--- config.mk ---
export PLATFORM = sky130hd
export DESIGN_NAME = alu_seq_unit
export DESIGN_NICKNAME = d
export VERILOG_FILES = /design/src/rtl/alu_seq_unit.sv
export SDC_FILE = /design/constraint.sdc
export NUM_CORES = 1
export LEC_CHECK = 0
export BUFFER_PORTS_ARGS = -buffer_cell sky130_fd_sc_hd__buf_2
export CAP_MARGIN = 20
export CORE_MARGIN = 5
export CORE_UTILIZATION = 60
export CTS_BUF_LIST = sky130_fd_sc_hd__clkbuf_8
export DETAILED_ROUTE_END_ITERATION = 8
export HOLD_SLACK_MARGIN = 0.15
export PLACE_DENSITY_LB_ADDON = 0.12
export SYNTH_ARGS = -nofsm -noshare
export SYNTH_HDL_FRONTEND = slang
export SYNTH_SLANG_ARGS = --single-unit
--- constraint.sdc ---
create_clock -name clk -period 3.6 [get_ports clk]
set_clock_uncertainty 0.1 [all_clocks]
set_input_delay 0.18 -clock clk [delete_from_list [all_inputs] [get_ports clk]]
set_output_delay 0.18 -clock clk [all_outputs]
set_load 0.01 [all_outputs]
--- src/rtl/alu_seq_unit.sv ---
// Sequential handshaked ALU execution unit.
// Logic, add, sub, shift and illegal opcodes resolve on the accept edge.
// MUL runs an iterative shift-add and DIV runs an iterative restoring divide.
// Each of those takes WIDTH iterations.
// All response outputs are registers and stay stable while rsp_valid is high.
module alu_seq_unit #(
  parameter int WIDTH = 4
) (
  input  logic               clk,
  input  logic               rst_n,
  input  logic               req_valid,
  output logic               req_ready,
  input  logic [WIDTH-1:0]   x,
  input  logic [WIDTH-1:0]   y,
  input  logic [3:0]         opcode,
  output logic               rsp_valid,
  input  logic               rsp_ready,
  output logic [WIDTH-1:0]   o,
  output logic [2*WIDTH-1:0] product,
  output logic [WIDTH-1:0]   remainder,
  output logic               carry,
  output logic               zero,
  output logic               err
);

  localparam int CW = (WIDTH > 1) ? $clog2(WIDTH) : 1;
  localparam logic [CW-1:0]  CNT_LAST = CW'(WIDTH - 1);
  localparam logic [WIDTH:0] SHIFT_LIM = (WIDTH + 1)'(WIDTH);

  localparam logic [3:0] OP_NOT   = 4'b0000;
  localparam logic [3:0] OP_AND   = 4'b0001;
  localparam logic [3:0] OP_NAND  = 4'b0010;
  localparam logic [3:0] OP_OR    = 4'b0011;
  localparam logic [3:0] OP_NOR   = 4'b0100;
  localparam logic [3:0] OP_XOR   = 4'b0101;
  localparam logic [3:0] OP_XNOR  = 4'b0110;
  localparam logic [3:0] OP_SHIFT = 4'b0111;
  localparam logic [3:0] OP_ADD   = 4'b1000;
  localparam logic [3:0] OP_SUB   = 4'b1001;
  localparam logic [3:0] OP_MUL   = 4'b1010;
  localparam logic [3:0] OP_DIV   = 4'b1011;

  typedef enum logic [1:0] {
    S_IDLE = 2'd0,
    S_EXEC = 2'd1,
    S_DONE = 2'd2
  } state_e;

  state_e               state_q;
  logic [WIDTH-1:0]     x_q;
  logic [WIDTH-1:0]     y_q;
  logic [3:0]           op_q;
  logic [CW-1:0]        cnt_q;
  logic [2*WIDTH-1:0]   acc_q;
  logic [WIDTH-1:0]     quo_q;
  logic [WIDTH-1:0]     rem_q;

  logic [WIDTH-1:0]     o_q;
  logic [2*WIDTH-1:0]   product_q;
  logic [WIDTH-1:0]     remainder_q;
  logic                 carry_q;
  logic                 zero_q;
  logic                 err_q;
  logic                 rsp_valid_q;
  logic                 req_ready_q;

  // Single-cycle result, evaluated directly from the request inputs
  logic [WIDTH-1:0]     sc_o_d;
  logic                 sc_carry_d;
  logic                 sc_err_d;
  logic [WIDTH:0]       sum_d;

  // Iterative datapath: next values for one MUL / DIV step
  logic [2*WIDTH-1:0]   acc_d;
  logic [WIDTH:0]       rem_sh_d;
  logic [WIDTH-1:0]     rem_d;
  logic [WIDTH-1:0]     quo_d;

  // Decode and compute the one-cycle operations from the live request
  always_comb begin
    sc_o_d     = {WIDTH{1'b0}};
    sc_carry_d = 1'b0;
    sc_err_d   = 1'b0;
    sum_d      = {1'b0, x} + {1'b0, y};
    case (opcode)
      OP_NOT:   sc_o_d = ~x;
      OP_AND:   sc_o_d = x & y;
      OP_NAND:  sc_o_d = ~(x & y);
      OP_OR:    sc_o_d = x | y;
      OP_NOR:   sc_o_d = ~(x | y);
      OP_XOR:   sc_o_d = x ^ y;
      OP_XNOR:  sc_o_d = ~(x ^ y);
      OP_SHIFT: begin
        if ({1'b0, y} >= SHIFT_LIM) begin
          sc_o_d = {WIDTH{1'b0}};
        end else begin
          sc_o_d = x << y;
        end
      end
      OP_ADD: begin
        sc_o_d     = sum_d[WIDTH-1:0];
        sc_carry_d = sum_d[WIDTH];
      end
      OP_SUB: begin
        sc_o_d     = x - y;
        sc_carry_d = (x < y);
      end
      OP_MUL:   sc_o_d = {WIDTH{1'b0}};
      OP_DIV:   sc_o_d = {WIDTH{1'b0}};
      default: begin
        sc_o_d   = {WIDTH{1'b0}};
        sc_err_d = 1'b1;
      end
    endcase
  end

  // One shift-add multiply step and one restoring divide step
  always_comb begin
    if (y_q[cnt_q]) begin
      acc_d = acc_q + ({{WIDTH{1'b0}}, x_q} << cnt_q);
    end else begin
      acc_d = acc_q;
    end
    // The partial remainder always ends below 2^WIDTH, so the low bits of the
    // difference are exact. A zero divisor makes every step subtract zero.
    // The quotient then fills with ones and the remainder collects x.
    rem_sh_d = {rem_q, quo_q[WIDTH-1]};
    if (rem_sh_d >= {1'b0, y_q}) begin
      rem_d = rem_sh_d[WIDTH-1:0] - y_q;
      quo_d = (quo_q << 1) | {{(WIDTH-1){1'b0}}, 1'b1};
    end else begin
      rem_d = rem_sh_d[WIDTH-1:0];
      quo_d = quo_q << 1;
    end
  end

  // Control FSM with working registers and registered response outputs
  always_ff @(posedge clk or negedge rst_n) begin
    if (!rst_n) begin
      state_q     <= S_IDLE;
      x_q         <= {WIDTH{1'b0}};
      y_q         <= {WIDTH{1'b0}};
      op_q        <= 4'b0000;
      cnt_q       <= {CW{1'b0}};
      acc_q       <= {(2*WIDTH){1'b0}};
      quo_q       <= {WIDTH{1'b0}};
      rem_q       <= {WIDTH{1'b0}};
      o_q         <= {WIDTH{1'b0}};
      product_q   <= {(2*WIDTH){1'b0}};
      remainder_q <= {WIDTH{1'b0}};
      carry_q     <= 1'b0;
      zero_q      <= 1'b0;
      err_q       <= 1'b0;
      rsp_valid_q <= 1'b0;
      req_ready_q <= 1'b1;
    end else begin
      case (state_q)
        S_IDLE: begin
          if (req_valid && req_ready_q) begin
            x_q         <= x;
            y_q         <= y;
            op_q        <= opcode;
            cnt_q       <= {CW{1'b0}};
            acc_q       <= {(2*WIDTH){1'b0}};
            quo_q       <= x;
            rem_q       <= {WIDTH{1'b0}};
            req_ready_q <= 1'b0;
            if ((opcode == OP_MUL) || (opcode == OP_DIV)) begin
              state_q <= S_EXEC;
            end else begin
              o_q         <= sc_o_d;
              product_q   <= {(2*WIDTH){1'b0}};
              remainder_q <= {WIDTH{1'b0}};
              carry_q     <= sc_carry_d;
              zero_q      <= (sc_o_d == {WIDTH{1'b0}});
              err_q       <= sc_err_d;
              rsp_valid_q <= 1'b1;
              state_q     <= S_DONE;
            end
          end
        end
        S_EXEC: begin
          cnt_q <= cnt_q + CW'(1);
          acc_q <= acc_d;
          quo_q <= quo_d;
          rem_q <= rem_d;
          if (cnt_q == CNT_LAST) begin
            carry_q     <= 1'b0;
            rsp_valid_q <= 1'b1;
            state_q     <= S_DONE;
            if (op_q == OP_MUL) begin
              o_q         <= acc_d[WIDTH-1:0];
              product_q   <= acc_d;
              remainder_q <= {WIDTH{1'b0}};
              zero_q      <= (acc_d == {(2*WIDTH){1'b0}});
              err_q       <= 1'b0;
            end else begin
              o_q         <= quo_d;
              product_q   <= {(2*WIDTH){1'b0}};
              remainder_q <= rem_d;
              zero_q      <= (quo_d == {WIDTH{1'b0}});
              err_q       <= (y_q == {WIDTH{1'b0}});
            end
          end
        end
        S_DONE: begin
          if (rsp_ready) begin
            rsp_valid_q <= 1'b0;
            req_ready_q <= 1'b1;
            state_q     <= S_IDLE;
          end
        end
        default: begin
          rsp_valid_q <= 1'b0;
          req_ready_q <= 1'b1;
          state_q     <= S_IDLE;
        end
      endcase
    end
  end

  assign req_ready = req_ready_q;
  assign rsp_valid = rsp_valid_q;
  assign o         = o_q;
  assign product   = product_q;
  assign remainder = remainder_q;
  assign carry     = carry_q;
  assign zero      = zero_q;
  assign err       = err_q;

endmodule
## Yosys cells after proc, flatten, opt, wreduce, memory -nomap -nowiden

Index checks and enable logic that the tools add are counted.

- Flip-flop bits (word level): 53
- Output and inout port bits: 21
- Logic and storage cells: 129
- Memories kept: 0
- Bits in latches: 0
- RAM bits: 0
- ROM bits: 0

- Bitwise logic cells: 8
- $add $sub $neg: 5
- Reduce and logical (&&, ||, !) cells: 16
- Mux-type cells: 59
- Order comparisons: 4
- Shift-type cells: 2
- Multipliers: 0
- Divide/modulo/power cells: 0
- Eq/ne operators: 19

Operators by type and width:

| cell | count |
|---|---|
| 4-bit 2-to-1 mux | 12 |
| 8-bit 2-to-1 mux | 6 |
| 4-bit one-hot mux with 10 select lines | 1 |
| 4-bit one-hot mux with 2 select lines | 4 |
| 8-bit one-hot mux with 2 select lines | 2 |
| 4-bit equality test (second input constant) | 5 |
| 1-bit 2-to-1 mux | 20 |
| 4-bit by 3-bit equality test with 1-bit output (second input constant) | 4 |
| 4-bit zero test | 4 |
| 4-bit inverter | 4 |
| 12-bit OR reduction | 1 |
| 2-bit 2-to-1 mux | 5 |
| 8-bit adder | 1 |
| 4-bit by 2-bit equality test with 1-bit output (second input constant) | 2 |
| 8-bit zero test | 1 |
| 2-bit != test (second input constant) | 4 |
| 1-bit one-hot mux with 2 select lines | 4 |
| 4-bit AND reduction | 2 |
| 4-bit by 2-bit left shift with 8-bit output | 1 |
| 4-bit subtractor | 2 |
| 1-bit one-hot mux with 3 select lines | 2 |
| 2-bit one-hot mux with 3 select lines | 1 |
| 3-bit AND reduction | 2 |
| 4-bit by 4-bit adder with 5-bit output | 1 |
| other kinds (20) | 22 |

## Logic depth before layout (Yosys ltp)

Gate-level depths: netlist of the first run.

- Depth in word-level cells: 7
- Gate-level depth with buffers: 12
- Mapped depth without buffers: 11

## Least setup slack after synthesis of the first run

No wires, ideal clock.

- Kind: register to register
- From: register cnt_q[1]
- To: register zero_q (netlist: zero)
- Stages on the path, launching flop included: 13
- Required time: 3,372 ps
- Clock period less this slack: 2,612 ps
- Path slack: 988 ps
- Arrival time: 2,384 ps
- Path through: dfrtp_1 buf_6 mux2_2 nor2_1 a21oi_1 ha_1 o21ai_0 nor2_1 o31a_1 or4b_1 and3_1 nand2_1 o21ai_0

- Word-level cells in the longest chain between the ends: 7
- Elaborated cells between the ends (all ways): 12
- Those cells by class: add/sub (1); eq/ne (2); shift (1); mux (6); reduce/logical (2)

RTL lines:

| item | line | RTL |
|---|---|---|
| start: declaration | 53 | `logic [CW-1:0] cnt_q;` |
| start signal: assignment | 144 | `cnt_q <= {CW{1'b0}};` |
| start signal: assignment | 163 | `cnt_q <= {CW{1'b0}};` |
| start signal: assignment | 183 | `cnt_q <= cnt_q + CW'(1);` |
| 4-bit by 2-bit left shift with 8-bit output / 1-bit binary-select mux with 2-bit select (equally long branches) | 120, 119 |  |
| 8-bit adder / 1-bit 2-to-1 mux (equally long branches) | 120, 119 |  |
| 8-bit 2-to-1 mux | 119 | `if (y_q[cnt_q]) begin` |
| 8-bit zero test | 195 | `zero_q <= (acc_d == {(2*WIDTH){1'b0}});` |
| 1-bit 2-to-1 mux | 191 | `if (op_q == OP_MUL) begin` |
| 1-bit 2-to-1 mux | 187 | `if (cnt_q == CNT_LAST) begin` |
| 1-bit one-hot mux with 2 select lines | 157 | `case (state_q)` |
| end signal: assignment | 175 | `zero_q <= (sc_o_d == {WIDTH{1'b0}});` |
| end signal: assignment | 195 |  |
| end signal: assignment | 201 | `zero_q <= (quo_d == {WIDTH{1'b0}});` |
| end: declaration | 62 | `logic zero_q;` |

Parallel ways exist; a longest one is shown, timed or not. The select of a mux whose other input is x is not followed.
A chain may end at the register's enable or synchronous reset.

## Final worst setup path of the first run

- From: input x[0]
- To: register zero_q (netlist: zero)

- Word-level cells in the longest chain between the ends: 7
- Elaborated cells between the ends (all ways): 16
- Those cells by class: add/sub (2); shift (1); mux (5); bitwise (7); reduce/logical (1)

RTL lines:

| item | line | RTL |
|---|---|---|
| start: declaration | 13 | `input logic [WIDTH-1:0] x,` |
| 4-bit by 4-bit left shift with 4-bit output, or another cell as far along | 97 | `sc_o_d = x << y;` |
| 4-bit 2-to-1 mux, or another cell as far along | 94 | `if ({1'b0, y} >= SHIFT_LIM) begin` |
| 4-bit one-hot mux with 10 select lines (*) | 85 | `case (opcode)` |
| 4-bit zero test (*) | 175 |  |
| 1-bit 2-to-1 mux (*) | 168 | `if ((opcode == OP_MUL) \|\| (opcode == OP_DIV)) begin` |
| 1-bit 2-to-1 mux (*) | 159 | `if (req_valid && req_ready_q) begin` |
| 1-bit one-hot mux with 2 select lines (*) | 157 |  |

Every way passes the cells marked *; elsewhere a longest branch is shown, timed or not. The select of a mux whose other input is x is not followed.

==> results of run 1 <==
-- metal layers --
| metal | track usage | wire, µm |
|---|---|---|
| met1 | 0.3635 | 4159 |
| met2 | 0.3866 | 4155 |
| met5 | 0 | 0 |
| met3 | 0.02980 | 583 |
| met4 | 0.05632 | 114 |
-- sequential cells by signal (all words and copies together) (netlist names), 2 cells and up --
signal,cells
cnt_q,2
quo_q,4
op_q,4
rem_q,4
remainder,4
y_q,4
state_q,2
acc_q,8
o,4
product,8
x_q,4
-- worst max-delay path: stages --
cell,delay (ns)
dlygate4sd3_1,0.52
buf_2,0.17
inv_1,0.09
ha_1,0.17
inv_1,0.06
fa_1,0.41
and3b_1,0.20
o211ai_1,0.15
o221ai_1,0.13
or4_4,0.44
nor4b_2,0.29
a21oi_1,0.13
o21ai_0,0.10
-- worst paths after layout --
kind | from | end | cells after the start | slack, ns
max in group asynchronous | rst_n | req_ready | 3 | 2.36
setup / recovery | x[0] | zero | 13 | 0.68
min in group asynchronous | rst_n | acc_q[0] | 2 | 0.23
hold reg to reg | remainder[1] | remainder[1] | 2 | 0.38
setup reg to reg | cnt_q[1] | zero | 11 | 0.72
hold / removal | x[1] | quo_q[1] | 2 | 0.21
-- power breakdown --
part           switching (mW)  leakage (nW)  internal (mW)  total, mW
clock                   0.209        0.0423          0.142      0.350
sequential              0.225         0.680          0.826       1.05
combinational           0.857          1.20          0.655       1.51
-- cells by family after synthesis --
kind of cell	after synthesis	synth area share
AOI/OAI and AO/OA	125	0.2119
DFF	53	0.3563
muxes	28	0.08361
buffers and inverters	48	0.05910
adders and majority gates	28	0.1021
and+or+nand+nor	130	0.1776
xor gates and xnor gates	4	0.009404
-- synth_stat cells (8+ instances only) --
master | instances | area, µm²
dfrtp_1 | 52 | 1301
nand2_1 | 50 | 187.7
o21ai_0 | 38 | 190.2
a21oi_1 | 26 | 130.1
inv_1 | 25 | 93.84
ha_1 | 24 | 300.3
nor2_1 | 24 | 90.09
mux2i_1 | 14 | 140.1
mux2_2 | 12 | 135.1
nor3_1 | 12 | 60.06
clkbuf_1 | 10 | 37.54
o22ai_1 | 9 | 56.30
buf_2 | 8 | 40.04
-- stage by stage --
step                setup WS [ns]  area [µm²]
detailed placement         0.7263        3930
global placement           0.7975        3930
finish                     0.6838        4125
CTS                        0.7087        4125
floorplan                  0.9882        3726
global route               0.4741        4125
-- cell type report --
type	instances	area (µm²)	share of cell area
Tap cell	75	93.84	0.02275
Multi-Input combinational cell	315	2190	0.5308
Timing Repair Buffer	52	325.3	0.07886
Clock inverter	3	26.28	0.006369
Clock buffer	5	68.82	0.01668
Inverter	25	93.84	0.02275
Sequential cell	53	1328	0.3218
==> impl_results.md, run 1 <==
- CTS Hold Bufs: 10
- Vias post-DR: about 3300
- Number of rows created at floorplan: 28
- GRT Total Usage: 0.2461
- Leading cell types in the layout, fill and taps excluded: dfrtp_1, nand2_1, o21ai_0, buf_2, a21oi_1
- Total global routing overflow: 0
- # setup viols final: 0
- Mean Syn Cell Area: ~9.0 µm²
- Final weighted congestion of routability-driven global placement: between 0.9 and 1
- Final cell count without fillers: 528
- Starting density of the core: 0.6220
- Boundary Pins: 37
- Synthesized netlist cell count: ~420
- Clock Root Buffer: clkbuf_8
- Die outline area: about 8000 µm²
- Cell area after synthesis: around 3700 µm²
- Depth of the CTS H-tree: 2
- Actual transition at the worst max-transition pin: around 0.77 ns
- Hold Vio Cnt, Final: 0
- Global-route wire length before repair: about 15 mm
- Primary FF master, synth: dfrtp_1
- # placed instances: 510
- Setup bufs post-CTS: 0
- Die X: just under 90 µm
- Signed area change from the synthesized netlist to the final layout: 10.71%
- Initial DRC count: roughly 140
- Top fanout value on the critical path: 8
- Reg clk slew, reported paths: approximately 0.11 ns
- Final period utilization: 0.8101
- CP endpoint kind: register
- Clock net sink count: 53
- Fin Setup TNS: 0 ns
- Vias per inst: 6.157
- TritonCTS Buffers: 5
- CTS tree: built
- Most common cell after layout, fill and taps aside: dfrtp_1
- Number of fill cells in the layout: between 400 and 500
- Count of TritonRoute iterations in the first routing pass: 4
- Routed wire length: around 9.0 mm
- Worst-case hold slack: 0.2076 ns
- Share of post-route cells with drive strength above 1: 0.1589
- Max Clock Freq: 342.9 MHz
- RSZ-0062 raised after global routing: false
- Status: complete, no violations
- Port Buffer Count: 36
- Pin count of the biggest net entering global routing: 35
- Die span in y: approximately 89 µm
- Relative slew slack: 0.4826
- Skew-Pair Late Insertion Delay: 0.31 ns
- Synth cell types: 63
- Number of flops mapped to enable cells by yosys: 0
- DRT antenna net count: 0
- Max-cap check violation count: 0
- Maximum number of buffers from clock root to sink: 2
- Synth warn: 0
- Vias in the first global route: 3052
- Wire length per cell: 17.07 µm
- Inserted Diodes: 0
- Minimum period implied by the final worst setup slack: 2.916 ns
- Leakage Power: 1.918 nW
- CP required: about 3.7 ns
- Type of the tightest min-delay check: in -> reg
- Syn nets: 460
- Total Power: about 3 mW
- Fraction of the yosys area taken by sequential cells: 0.3563
- Detailed placement HPWL: ~6.7 mm
- Max-slew violation total from the final report: 0
- Highest ir drop seen on vdd: between 0.4 and 0.5 mV
- Antenna violations before repair: 0
- Path type of the worst setup path: in -> reg
- Arrival time at the worst endpoint: about 3.1 ns
- Synthesized flop and latch total: between 50 and 60
- DRC errors left: 0
- Count of nets after finishing: just under 500
- Power density relative to cell area: 706.1 nW/µm²
- Core footprint: between 5000 and 6000 µm²
- Count of instances resized after the clock tree is built: 0
- Ys async rst share: 1.000
- Final design utilization: 0.6886
- Startpoint Class: input port
Note: power is estimated with default switching activity, not from simulation.
==> inputs of run 2 (changes only) <==
==> constraint.sdc (replaced) <==
create_clock -name clk -period 2.7 [get_ports clk]
set_clock_uncertainty 0.1 [all_clocks]
set_input_delay 0.135 -clock clk [delete_from_list [all_inputs] [get_ports clk]]
set_output_delay 0.135 -clock clk [all_outputs]
set_load 0.01 [all_outputs]
==> impl_results.md, run 2 (synthesis gave the netlist of run 1 again) <==
- Vias per inst: around 6
- Depth of the CTS H-tree: 2
- Switch Pwr: ~1.9 mW
- Final period utilization: 1.005
- Startpoint Class: register
- Reg clk slew, reported paths: ~0.1 ns
- Worst reg2reg startpoint: cnt_q[1]
- Final weighted congestion of routability-driven global placement: 0.9395
- Max-cap check violation count: 0
- RSZ-0062 raised after global routing: true
- Path type of the worst setup path: reg -> reg
- R2r endpoint: zero
- Fin Setup TNS: -0.01397 ns
- Share of post-route cells with drive strength above 1: 0.2253
- Signed area change from the synthesized netlist to the final layout: 16.86%
- Leading cell types in the layout, fill and taps excluded: dfrtp_1, nand2_1, buf_2, o21ai_0
- Detailed placement HPWL: just under 7 mm
- CTS tree: built
- Inserted Diodes: 0
- Core footprint: between 5000 and 6000 µm²
- Switching part of the total power: 0.4396
- Vias in the first global route: between 3000 and 4000
- Clock Root Buffer: clkbuf_8
- Clk pwr share: 0.108
- Actual transition at the worst max-transition pin: 0.6693 ns
- Type of the tightest min-delay check: in -> reg
- Die outline area: ~8000 µm²
- Vias post-DR: about 3400
- Die X: 88.81 µm
- Top fanout value on the critical path: 5
- CP endpoint kind: register
- DRC errors left: 0
- DRT antenna net count: 0
- Status: complete, but fails checks
- Count of nets after finishing: slightly above 500
- Skew-Pair Late Insertion Delay: 0.31 ns
- Minimum period implied by the final worst setup slack: 2.714 ns
- Number of rows created at floorplan: 28
- Area after DPL: about 4000 µm²
- # setup viols final: 1
- Slowest stage cell, crit path: or4b_1
- Most utilized layer in the global route result: met2
- Pin count of the biggest net entering global routing: between 50 and 60
- Sequential cell area: between 1000 and 1500 µm²
- Met1 usage: 0.3659
- GRT Total Usage: 0.2559
- Worst path setup slack after routing: -0.01397 ns
- Power density relative to cell area: 978.8 nW/µm²
- CP required: between 2 and 3 ns
- Starting density of the core: 0.6220
- Combinational share of power: 0.566
- Antenna violations before repair: 0
- TritonCTS Buffers: 5
- Grt met2 use: 0.4062
- Number of fill cells in the layout: 440
- Relative slew slack: 0.5538
- Maximum number of buffers from clock root to sink: 2
- Boundary Pins: 37
- Most common cell after layout, fill and taps aside: dfrtp_1
- Violations in the final reports: setup timing
- Clock net sink count: 53
- Internal power: roughly 2.4 mW
- Setup slack on the worst flop-to-flop path: -0.01 ns
- Count of TritonRoute iterations in the first routing pass: 5
- Port Buffer Count: 36
- Worst-case hold slack: approximately 0.18 ns
- Depth of the most critical reg-to-reg path: 11
- Arrival time at the worst endpoint: between 2 and 3 ns
- Start point of the worst min-delay path: x[0]
- Met3 Use GR: 0.03631
- Max-slew violation total from the final report: 0
- Initial DRC count: roughly 230
- Leakage Power: 2.045 nW
- Total global routing overflow: 0
- Global-route wire length before repair: roughly 16 mm
- Max Clock Freq: 368.5 MHz
- Endpoint, Worst Hold: quo_q[0]
- Wire length per cell: about 17 µm
- Die span in y: a little under 90 µm
- Highest ir drop seen on vdd: between 0.6 and 0.7 mV
- Ordered cell list for the critical path: mux2_4 > nor2_4 > a21oi_2 > ha_1 > o21ai_2 > nor2_2 > o31a_1 > or4b_1 > and3_4 > nand2_1 > o21ai_1
- Routed wire length: approximately 9.5 mm
- Area occupied by multi-input gates: ~2300 µm²
- Hold Vio Cnt, Final: 0
- Number of stages on the worst hold path: 4
- Seq pwr share: 0.326
- Non-Filler Cell Area, Final: 4354 µm²
- Slowest cell delay on critical path: slightly above 0.5 ns
-- run 2: cell count changes in the layout (fill, tap and decap cells not counted), moves of 2 or more --
cell and delta:
a211oi_1 -2, a211oi_2 +2, a21oi_1 -2, a21oi_2 +2, buf_4 +20, clkinvlp_4 -2, nor2_1 -3, nor2_2 +2
o21ai_0 -7, o21ai_1 +6
-- run 2: per-stage QoR --
stage | power, mW | util | std cells | worst slack, ns
after CTS | 4.040 | 0.7095 | 545 | 0.008539
final | 4.262 | 0.7268 | 550 | -0.01397
after floorplan | 2.895 | - | 416 | 0.08815
after global routing | 4.596 | 0.7268 | 550 | -0.1487
after detailed placement | 3.537 | 0.6748 | 525 | -0.01614
after global placement | 3.448 | 0.6748 | 525 | 0.05785
-- run 2: layer usage --
metal	share of wire	vias up	routed length, µm
met2	0.47	104	4461
li1	-	1623	-
met5	0	-	0
met3	0.061	17	578
met4	0.015	0	143
met1	0.45	1652	4275
-- run 2: worst max path at each step --
| stage | startpoint | endpoint | depth (start not counted) | slack (ns) |
|---|---|---|---|---|
| 2_1_floorplan | cnt_q[1] | zero | 12 | 0.09 |
| 3_3_place_gp | cnt_q[0] | zero | 11 | 0.06 |
| 3_5_place_dp | cnt_q[1] | zero | 10 | -0.02 |
| 4_1_cts | cnt_q[0] | zero | 10 | 0.009 |
| 5_1_grt | cnt_q[1] | zero | 11 | -0.15 |
| 6_report | cnt_q[1] | zero | 11 | -0.01 |
-- run 2: what timing repair did --
item	in CTS	in global routing
hold endpoints to repair	65	0
hold buffers	11	0
setup endpoints to repair	2	9
resized for setup	2	23
setup buffers	1	5
pin swaps	0	6
-- run 2: critical path: cells and delay by family, from the launching register on --
kind            cells  cell delay [ns]
simple gates        5             0.89
compound gates      4             0.49
flops               1             0.46
mux                 1             0.33
fa+ha+maj           1             0.32
-- run 2: area by class of cell --
type,count,share of cell area
repair buffers,74,0.1141
well taps,75,0.02155
clock inverters,3,0.004023
inverters,25,0.02155
multi-input cells,315,0.5178
flip-flops and latches,53,0.3052
clock buffers,5,0.01580
-- run 2: power by group through the flow --
stage          Sequential (mW)  Clock [mW]  Combinational, mW
2_1_floorplan             1.36           0               1.54
3_3_place_gp              1.37           0               2.07
3_5_place_dp              1.39           0               2.15
4_1_cts                   1.38       0.465               2.20
5_1_grt                   1.43       0.493               2.67
6_report                  1.39       0.461               2.41
==> inputs of run 3 (changes only) <==
--- a/config.mk
+++ b/config.mk
@@ -7,12 +7,13 @@
 export LEC_CHECK = 0
 export BUFFER_PORTS_ARGS = -buffer_cell sky130_fd_sc_hd__buf_2
 export CAP_MARGIN = 20
+export CORE_ASPECT_RATIO = 1.1
 export CORE_MARGIN = 5
-export CORE_UTILIZATION = 60
+export CORE_UTILIZATION = 40
 export CTS_BUF_LIST = sky130_fd_sc_hd__clkbuf_8
 export DETAILED_ROUTE_END_ITERATION = 8
 export HOLD_SLACK_MARGIN = 0.15
-export PLACE_DENSITY_LB_ADDON = 0.12
+export PLACE_DENSITY = 0.54
 export SYNTH_ARGS = -nofsm -noshare
 export SYNTH_HDL_FRONTEND = slang
 export SYNTH_SLANG_ARGS = --single-unit
==> impl_results.md, run 3 (synthesis gave the netlist of run 1 again) <==
- Status: complete, no violations
- Vias in the first global route: around 3300
- Die X: between 100 and 150 µm
- Vias per inst: ~5.6
- Switching part of the total power: 0.4315
- Vias post-DR: approximately 3300
- Count of nets after finishing: 517
- Slowest cell delay on critical path: 0.54 ns
- Leading cell types in the layout, fill and taps excluded: nand2_1, dfrtp_1, buf_2, o21ai_0, inv_1
- Global-route wire length before repair: about 17 mm
- Actual transition at the worst max-transition pin: between 0.7 and 0.8 ns
- Boundary Pins: 37
- Slowest stage cell, crit path: dlygate4sd3_1
- Critical path buffers and inverters: 3
- TritonCTS Buffers: 5
- Highest ir drop seen on vdd: roughly 0.32 mV
- Detailed placement HPWL: 7.394 mm
- Sequential cell area: 1330 µm²
- Number of rows created at floorplan: 37
- Arrival time at the worst endpoint: about 2.8 ns
- Minimum period implied by the final worst setup slack: 2.635 ns
- Die outline area: between 10000 and 15000 µm²
- Final design utilization: 0.4786
- Area occupied by multi-input gates: ~2300 µm²
- Type of the tightest min-delay check: in -> reg
- Leakage Power: 2.023 nW
- CP required: approximately 2.8 ns
- # setup viols final: 0
- Ordered cell list for the critical path: buf_2 > dlygate4sd3_1 > buf_4 > ha_1 > fa_2 > mux2i_1 > nor2_1 > nor3_1 > o221ai_1 > nor4b_2 > a21oi_1 > o21ai_0
- Wire length on met3: about 440 µm
- Inserted Diodes: 0
- Fin Setup TNS: 0 ns
- Core footprint: approximately 9000 µm²
- Gate family responsible for the most delay along the worst path: buffers and inverters
- Routed wire length: approximately 9.9 mm
- Hold Vio Cnt, Final: 0
- Number of fill cells in the layout: 911
- Reg clk slew, reported paths: approximately 0.090 ns
- Clk pwr share: 0.107
- Clock net sink count: 53
- Initial DRC count: around 180
- Combinational share of power: 0.559
- Starting density of the core: 0.4045
- Path type of the worst setup path: in -> reg
- Clock Root Buffer: clkbuf_8
- Maximum number of buffers from clock root to sink: 2
- Non-Filler Cell Area, Final: 4409 µm²
- Area after DPL: 4125 µm²
- Power density relative to cell area: between 900 and 1000 nW/µm²
- Total global routing overflow: 0
- Port Buffer Count: 36
- Max Clock Freq: 379.6 MHz
- Internal power: roughly 2.4 mW
- Top routing layer in use: met4
- Antenna violations before repair: 0
- Final cell count without fillers: 590
- Seq pwr share: 0.334
- DRT antenna net count: 0
- Top fanout value on the critical path: 7
- Switch Pwr: roughly 1.8 mW
- Relative slew slack: 0.5179
- Max-slew violation total from the final report: 0
- Startpoint Class: input port
- Skew-Pair Late Insertion Delay: approximately 0.3 ns
- GRT Total Usage: 0.1818
- DRC errors left: 0
- Share of post-route cells with drive strength above 1: 0.2220
- Routed met1 length: approximately 4.6 mm
- CP endpoint kind: register
- Count of TritonRoute iterations in the first routing pass: 4
- Final weighted congestion of routability-driven global placement: between 0.8 and 0.9
- Total met2 wirelength after detailed routing: ~4.8 mm
- Die span in y: around 110 µm
- Signed area change from the synthesized netlist to the final layout: 18.33%
- CTS tree: built
- Final period utilization: 0.9758
- # placed instances: about 570
- Wire length per cell: between 15 and 20 µm
- Depth of the CTS H-tree: 2
- Pin count of the biggest net entering global routing: 27
- Max-cap check violation count: 0
## run 3: cell count changes in the layout (fill, tap and decap cells not counted), moves of 2 or more
cell	before	now
fa_1	3	1
ha_1	24	22
o21ai_1	7	4
o21ai_0	31	34
fa_2	1	3
## run 3: stage by stage
stage                     total power [mW]  hold slack, ns  setup WS [ns]
after floorplan                      2.895         -0.2606        0.08815
final                                4.223          0.2088        0.06536
after global placement               3.573         0.03417        0.06703
after global routing                 4.591          0.2290      -0.004332
after CTS                            4.104          0.1947        0.02676
after detailed placement             3.606         0.04417        0.01983
## run 3: per-layer routing
layer | GRT usage | vias up
li1 | - | 1625
met5 | 0 | -
met3 | 0.02580 | 12
met4 | 0.04462 | 0
met1 | 0.2499 | 1590
met2 | 0.2991 | 81
## run 3: cell type report
type	instances	area share
multi-input combinational	315	0.5136
sequential	53	0.3016
timing repair buffer	73	0.1107
tap	117	0.03320
inverter	25	0.02128
clock buffer	6	0.01873
clock inverter	1	0.0008513
## run 3: worst min-delay path, cell delays in order
cell and delay [ns]:
buf_2 0.09, buf_4 0.19, mux2_2 0.17
## run 3: path summary, 6_finish.rpt
path	from	end	slack [ns]	depth (start not counted)
setup / recovery	x[0]	zero	0.07	12
hold / removal	opcode[1]	op_q[1]	0.21	3
setup reg to reg	cnt_q[1]	zero	0.12	11
hold reg to reg	product[0]	product[0]	0.38	2
max in group asynchronous	rst_n	cnt_q[1]	1.59	3
min in group asynchronous	rst_n	op_q[2]	0.23	2
## run 3: what timing repair did
item / 4_1_cts / 5_1_grt
hold endpoints to repair: 34 / 0
hold buffers: 12 / 0
setup endpoints to repair: 2 / 8
resized for setup: 1 / 22
setup buffers: 0 / 0
pin swaps: 0 / 4
## run 3: power groups by stage
stage | Sequential (mW) | Clock (mW) | Combinational [mW]
floorplan | 1.36 | 0 | 1.54
CTS | 1.39 | 0.477 | 2.24
detailed placement | 1.40 | 0 | 2.20
finish | 1.41 | 0.453 | 2.36
global placement | 1.39 | 0 | 2.18
global route | 1.45 | 0.506 | 2.63
